--- src/rtl/fetch_instr_queue.sv ---
// Dual-issue Fetch->Decode instruction queue; optional same-cycle bypass via IBUF_BYPASS_EN.
// Latency: 1 cycle from push to output (0 cycles when IBUF_BYPASS_EN and the queue is nearly empty).
// Backpressure: in_ready drops when fewer than 2 slots are free; pushes while !in_ready are dropped.
module fetch_instr_queue #(
    parameter int DEPTH = 8,
    parameter int DW    = 32
) (
    input  logic                     clk,
    input  logic                     reset,
    input  logic                     flush,
    input  logic                     in_valid_a,
    input  logic [DW-1:0]            in_pc_a,
    input  logic [DW-1:0]            in_instr_a,
    input  logic                     in_valid_b,
    input  logic [DW-1:0]            in_pc_b,
    input  logic [DW-1:0]            in_instr_b,
    output logic                     in_ready,
    output logic                     out_valid_a,
    output logic [DW-1:0]            out_pc_a,
    output logic [DW-1:0]            out_instr_a,
    output logic                     out_valid_b,
    output logic [DW-1:0]            out_pc_b,
    output logic [DW-1:0]            out_instr_b,
    input  logic [1:0]               out_take,
    output logic [$clog2(DEPTH):0]   count
);
    localparam int PW = $clog2(DEPTH);
    localparam int CW = PW + 1;

    typedef struct packed {
        logic [DW-1:0] pc;
        logic [DW-1:0] instr;
    } entry_t;

    entry_t        mem [DEPTH];
    logic [PW-1:0] head, tail;
    logic [PW-1:0] head_p1, tail_p1;

    entry_t     ent_a, ent_b, sel_a, sel_b, wr_0;
    logic [1:0] take, n_in, n_out, st_vis, avail, pop_st, n_byp, n_wr;
    logic [2:0] vis_sum;

    assign ent_a   = '{pc: in_pc_a, instr: in_instr_a};
    assign ent_b   = '{pc: in_pc_b, instr: in_instr_b};
    assign head_p1 = head + PW'(1);
    assign tail_p1 = tail + PW'(1);

    // Credit comes only from registered occupancy, never from a same-cycle pop.
    assign in_ready = (count <= CW'(DEPTH - 2));

    always_comb begin
        take = (out_take == 2'd3) ? 2'd2 : out_take;
        n_in = 2'd0;
        if (in_ready && in_valid_a) begin
            n_in = in_valid_b ? 2'd2 : 2'd1;
        end
        st_vis  = (count >= CW'(2)) ? 2'd2 : count[1:0];
        vis_sum = {1'b0, st_vis} + {1'b0, n_in};
`ifdef IBUF_BYPASS_EN
        avail = flush ? st_vis : ((vis_sum >= 3'd2) ? 2'd2 : vis_sum[1:0]);
`else
        avail = st_vis;
`endif
        n_out  = (take < avail) ? take : avail;
        // Stored entries are older than incoming ones, so pops drain storage first.
        pop_st = (n_out < st_vis) ? n_out : st_vis;
        n_byp  = n_out - pop_st;
        n_wr   = n_in - n_byp;
        wr_0   = (n_byp == 2'd0) ? ent_a : ent_b;
    end

    always_comb begin
        sel_a = mem[head];
        sel_b = mem[head_p1];
`ifdef IBUF_BYPASS_EN
        if (st_vis == 2'd0) begin
            sel_a = ent_a;
            sel_b = ent_b;
        end else if (st_vis == 2'd1) begin
            sel_b = ent_a;
        end
`endif
        out_valid_a = !reset && (avail >= 2'd1);
        out_valid_b = !reset && (avail == 2'd2);
        out_pc_a    = out_valid_a ? sel_a.pc    : '0;
        out_instr_a = out_valid_a ? sel_a.instr : '0;
        out_pc_b    = out_valid_b ? sel_b.pc    : '0;
        out_instr_b = out_valid_b ? sel_b.instr : '0;
    end

    always_ff @(posedge clk) begin
        if (reset || flush) begin
            head  <= '0;
            tail  <= '0;
            count <= '0;
        end else begin
            head  <= head + PW'(pop_st);
            tail  <= tail + PW'(n_wr);
            count <= count + CW'(n_in) - CW'(n_out);
        end
    end

    // Storage carries no reset; validity is tracked entirely by count.
    always_ff @(posedge clk) begin
        if (!reset && !flush) begin
            if (n_wr != 2'd0) begin
                mem[tail] <= wr_0;
            end
            if (n_wr == 2'd2) begin
                mem[tail_p1] <= ent_b;
            end
        end
    end

    a_count_max: assert property (@(posedge clk) disable iff (reset) count <= CW'(DEPTH));
    a_b_needs_a: assert property (@(posedge clk) disable iff (reset)
                                  (in_valid_b && !in_valid_a) |-> (n_in == 2'd0));
    a_byp_le_in: assert property (@(posedge clk) disable iff (reset) n_byp <= n_in);

endmodule

--- config.mk ---
export PLATFORM = sky130hd
export DESIGN_NAME = fetch_instr_queue
export DESIGN_NICKNAME = d
export VERILOG_FILES = /design/src/rtl/fetch_instr_queue.sv
export SDC_FILE = /design/constraint.sdc
export NUM_CORES = 1
export LEC_CHECK = 0
export CAP_MARGIN = 20
export CORE_MARGIN = 2
export CORE_UTILIZATION = 25
export DETAILED_ROUTE_END_ITERATION = 10
export PLACE_DENSITY_LB_ADDON = 0.1
export SYNTH_ARGS = -nofsm -noshare
export SYNTH_HDL_FRONTEND = slang
export SYNTH_SLANG_ARGS = --single-unit
--- constraint.sdc ---
create_clock -name clk -period 18.31 [get_ports clk]
set_input_delay 1.831 -clock clk [delete_from_list [all_inputs] [get_ports clk]]
set_output_delay 1.831 -clock clk [all_outputs]
set_load 0.05 [all_outputs]
Word level (Yosys, flattened, before mapping)
Memory sizes are Yosys's and may differ from the RTL's. A register that Yosys moved wholly into a read port is not among the register bits.
Cells that the tools add are included.
{"block": "totals", "register_bits": 10, "latchBits": 0, "ramBits": 512, "rom_bits": 0, "inputBits": 135, "output_inout_bits": 135, "memories": 1}
{"block": "classes", "add_sub_neg": 8, "n_mul": 0, "n_div": 0, "magnitude_cmp": 5, "n_eq_ne": 3, "shift": 0, "n_mux": 18, "bitwise_logic": 0, "n_reduce_logical": 9}
{"memory": "mem", "words": 8, "word_bits": 64, "rd": 2, "rd_ports_with_merged_regs": 1, "wr": 2, "line_no": "35", "text": "entry_t mem [DEPTH];"}
{"operator": "$mux 32", "count": 4}
{"operator": "$mux 64", "count": 1}
{"operator": "$mux 2", "count": 6}
{"operator": "$add 3x1->3 const B", "count": 2}
{"operator": "$add 3x2->3", "count": 2}
{"operator": "$eq 2x2->1 const B", "count": 3}
{"operator": "$mux 1", "count": 6}
{"operator": "$add 4x2->4", "count": 1}
{"operator": "$ge 4x2->1 const B", "count": 1}
{"operator": "$le 4x3->1 const B", "count": 1}
{"operator": "$logic_and 1x1->1", "count": 4}
{"operator": "$lt 2x2->1", "count": 2}
{"operator": "$sub 2x2->2", "count": 2}
{"operator": "$sub 4x2->4", "count": 1}
{"operator": "$mux 3", "count": 1}
{"operator": "$ge 2x1->1 const B", "count": 1}
{"operator": "$logic_not 1->1", "count": 2}
{"operator": "$logic_not 2->1", "count": 1}
{"operator": "$reduce_bool 2->1", "count": 1}
{"operator": "$logic_or 1x1->1", "count": 1}

Longest topological paths before layout
{"block": "depth", "depth_word": 12, "mapped_depth": 19, "mapped_depth_nobuf": 17}

Worst setup path after synthesis
OpenSTA, ideal clock, no wires.
{"block": "synth_path", "path_kind": "input-to-reg", "start": "input port out_take[1]", "end": "memory mem[0][0] (netlist bit) (enable)", "t_arrival_ps": 8728, "required_ps": 17729, "path_slack_ps": 9001, "path_stages": 13, "n_path_buf": 2, "path_cell_list": "clkbuf_1 ha_1 o311ai_0 o21ai_0 ha_1 inv_1 ha_1 xor2_1 xnor2_1 xnor2_1 buf_2 a211o_1 o31ai_1"}
{"item": "start, declared", "line_no": "24", "text": "input logic [1:0] out_take,"}
{"item": "end, declared", "line_no": "35"}

==> summary.txt <==
Status
  – Outcome: finished clean

CTS
  – Root Buffer: clkbuf_16
  – Num CTS Buffers: 70
  – Post-CTS Setup Inserts: 0
  – Cts repair resizes: 0
  – Clock sink count: roughly 520
  – Clock Path Buffers: 3
  – H-tree lvl count: 3
  – Worst-path clk slew: around 0.060 ns
  – Worst-Skew Late Latency: 0.63 ns
  – CTS tree: done
  – CTS Hold Bufs: 0

Critical path
  – CP max-delay cell: dfxtp_4
  – Setup crit end kind: primary output
  – Req. time, crit path: 16.48 ns
  – Slowest stage delay, CP: around 0.94 ns
  – WS Path Type: register to primary output
  – Most common cell on crit path: buf_4
  – Worst path arrival time: 5.01 ns
  – Worst setup SP type: register
  – Family with the most delay on the worst path: buffers and inverters
  – Critical Path, Cell by Cell: buf_4 > buf_4 > mux4_2 > mux2i_1 > nor2_1 > clkdlybuf4s50_1
  – CP max FO: 37
  – Worst path bufs/invs: 3

Logic synthesis
  – Count of different cell masters after synthesis: 36
  – Syn nets: approximately 2100
  – Asr flop ratio synth: 0%
  – Post-synthesis sequential area ratio: roughly half
  – Post-synth EDFFs: 512
  – Synth Flop Type: edfxtp_1
  – Mapped Cells: ~1900
  – Synthesized cell area: 31800 µm²
  – Ys Warns: 0
  – Synth Register Bits: 522
  – Syn avg cell area: 16.4 µm²

Drt
  – Remaining antenna violation count: 0
  – Vias/cell: between 4 and 5
  – 1st-iter DRT viols: 1140
  – Final wirelength: 111000 µm
  – Routed length per instance: 28.6 µm
  – First drt pass iteration count: 4
  – Vias: between 15000 and 20000
  – Residual DRC: 0

Global routing
  – Vias in the first global route: 21052
  – Initial antenna violation count: 5
  – Largest net degree at the start of global routing: 131
  – Total grt overflow: 0
  – Gr usage total: 16.8%
  – Global-route wire length before repair: 158000 µm

Die
  – Die H: between 300 and 400 µm
  – Initial core utilization: 25.2%
  – Row count: 130
  – Core Box Area: 126000 µm²
  – Die area: 130000 µm²
  – Die outline width: approximately 360 µm
  – I/O pin cnt: 270

Place
  – Pre-CTS setup slack: 10.85 ns
  – Buffers on Ports: 269
  – RD Place Congestion: approximately 0.74
  – Post-placement cell count: 3744
  – HPWL Detailed: 66400 µm

Timing
  – Worst Setup Slack, final: 11.46 ns
  – Worst slew margin: 31.4%
  – Max-slew violations: 0
  – Final period utilization: 37.4%
  – Hold Violations, Final: 0
  – Tmin final: ~7 ns
  – Clock skew: 0.0294 ns
  – RSZ-0062 raised after global routing: no
  – Final setup fails: 0
  – Worst-margin pin slew: 1.03 ns
  – Setup TNS: 0 ns
  – FMAX: 146 MHz

Final layout
  – Nets: between 2000 and 2500
  – Layout cell share with drive strength beyond 1: roughly 45%
  – Most frequent cells in the layout: 512 x edfxtp_1, 429 x mux2_2, 269 x clkdlybuf4s50_1
  – Fillers: 12515
  – Area grow syn2layout: 20.4%
  – Commonest non-fill, non-tap cell in the layout: edfxtp_1
  – Finished Layout Cells: approximately 3900

Power and ir drop
  – P per Cell Area: between 150 and 200 nW/µm²
  – IR Drop Worst-Case VDD: 0.120 mV
  – LEAKAGE: 0.0125 µW

Job
  – Max_cap viols: 0

Min path
  – Class of the worst hold path: register to register
[cells by family after synthesis]
logic type                 count (synthesis)  synth area share [%]
AOI/OAI and AO/OA                         83                  1.42
and+or+nand+nor                          233                  3.00
muxes                                    896                  42.3
adders and majority gates                 19                 0.843
DFF                                      522                  49.0
buffers and inverters                    177                  3.08
xor gates and xnor gates                  12                 0.331
[worst paths after layout]
check                           cells past startpoint  slack, ns                    to                start
worst max register to register                     17      12.06  mem[3][56]$_DFFE_PP_  count[3]$_SDFF_PP0_
worst min register to register                      2       0.67    tail[2]$_SDFF_PP0_   tail[2]$_SDFF_PP0_
worst max-delay path                                6      11.46          out_pc_a[14]   head[1]$_SDFF_PP0_
worst min-delay path                                2       0.67    tail[2]$_SDFF_PP0_   tail[2]$_SDFF_PP0_
[cell usage after synthesis (2+ instances only)]
cell / instances / share of area, %
a211o_1: 2 / 0.055
a21oi_1: 66 / 1.0
and2_1: 3 / 0.059
buf_1: 22 / 0.26
buf_2: 23 / 0.36
buf_6: 38 / 1.3
clkbuf_1: 75 / 0.89
dfxtp_1: 10 / 0.63
edfxtp_1: 512 / 48
fa_1: 4 / 0.25
ha_1: 15 / 0.59
inv_1: 19 / 0.22
mux2_2: 429 / 15
mux2_4: 147 / 6.9
mux2i_1: 64 / 2.0
mux4_2: 256 / 18
nand2_1: 139 / 1.6
nand2b_1: 4 / 0.079
nand3b_1: 2 / 0.047
nor2_1: 72 / 0.85
o21ai_0: 9 / 0.14
o31ai_1: 2 / 0.047
or3_1: 4 / 0.079
or4_4: 3 / 0.11
xnor2_1: 5 / 0.14
xor2_1: 7 / 0.19
[area by class of cell]
class                      count  area [µm²]  area share [%]
antenna                        1        2.50         0.00654
clock buffer                  94        1910            4.98
clock inverter                32         209           0.546
inverter                      19        71.3           0.186
multi-input combinational   1243       15400            40.3
sequential                   522       15600            40.7
tap                         1650        2060            5.39
timing repair buffer         310        3030            7.91
[layer usage]
metal | GRT usage [%] | part of all wire, % | up-vias
li1 | - | - | 8262
met1 | 21.5 | 43 | 10171
met2 | 29.2 | 50 | 474
met3 | 3.43 | 4.9 | 114
met4 | 3.65 | 1.8 | 2
met5 | 0.740 | 0.13 | -
[worst min-delay path: stages (launching register included)]
cell and delay (ns):
dfxtp_1 0.37, xor2_1 0.19, nor2_1 0.06
[through the flow]
stage / utilization, % / hold slack, ns / power, µW / area (µm²)
floorplan: - / 0.578 / 4080 / 31800
global placement: 28.7 / 0.620 / 4940 / 36100
detailed placement: 28.7 / 0.649 / 4970 / 36200
CTS: 30.4 / 0.663 / 6310 / 38300
global route: 30.4 / 0.694 / 6550 / 38300
finish: 30.4 / 0.671 / 6210 / 38300
[registers in the layout, indices dropped and copies added (netlist names)]
register / flops
head: 3
mem: 512
count: 4
tail: 3
[power breakdown]
group	switching [µW]	internal (µW)	total, µW	leakage [µW]
registers	102	1760	1870	0.00470
clock network	546	758	1300	0.00103
logic	1580	1460	3040	0.00673
(Power assumes the default switching activity.)
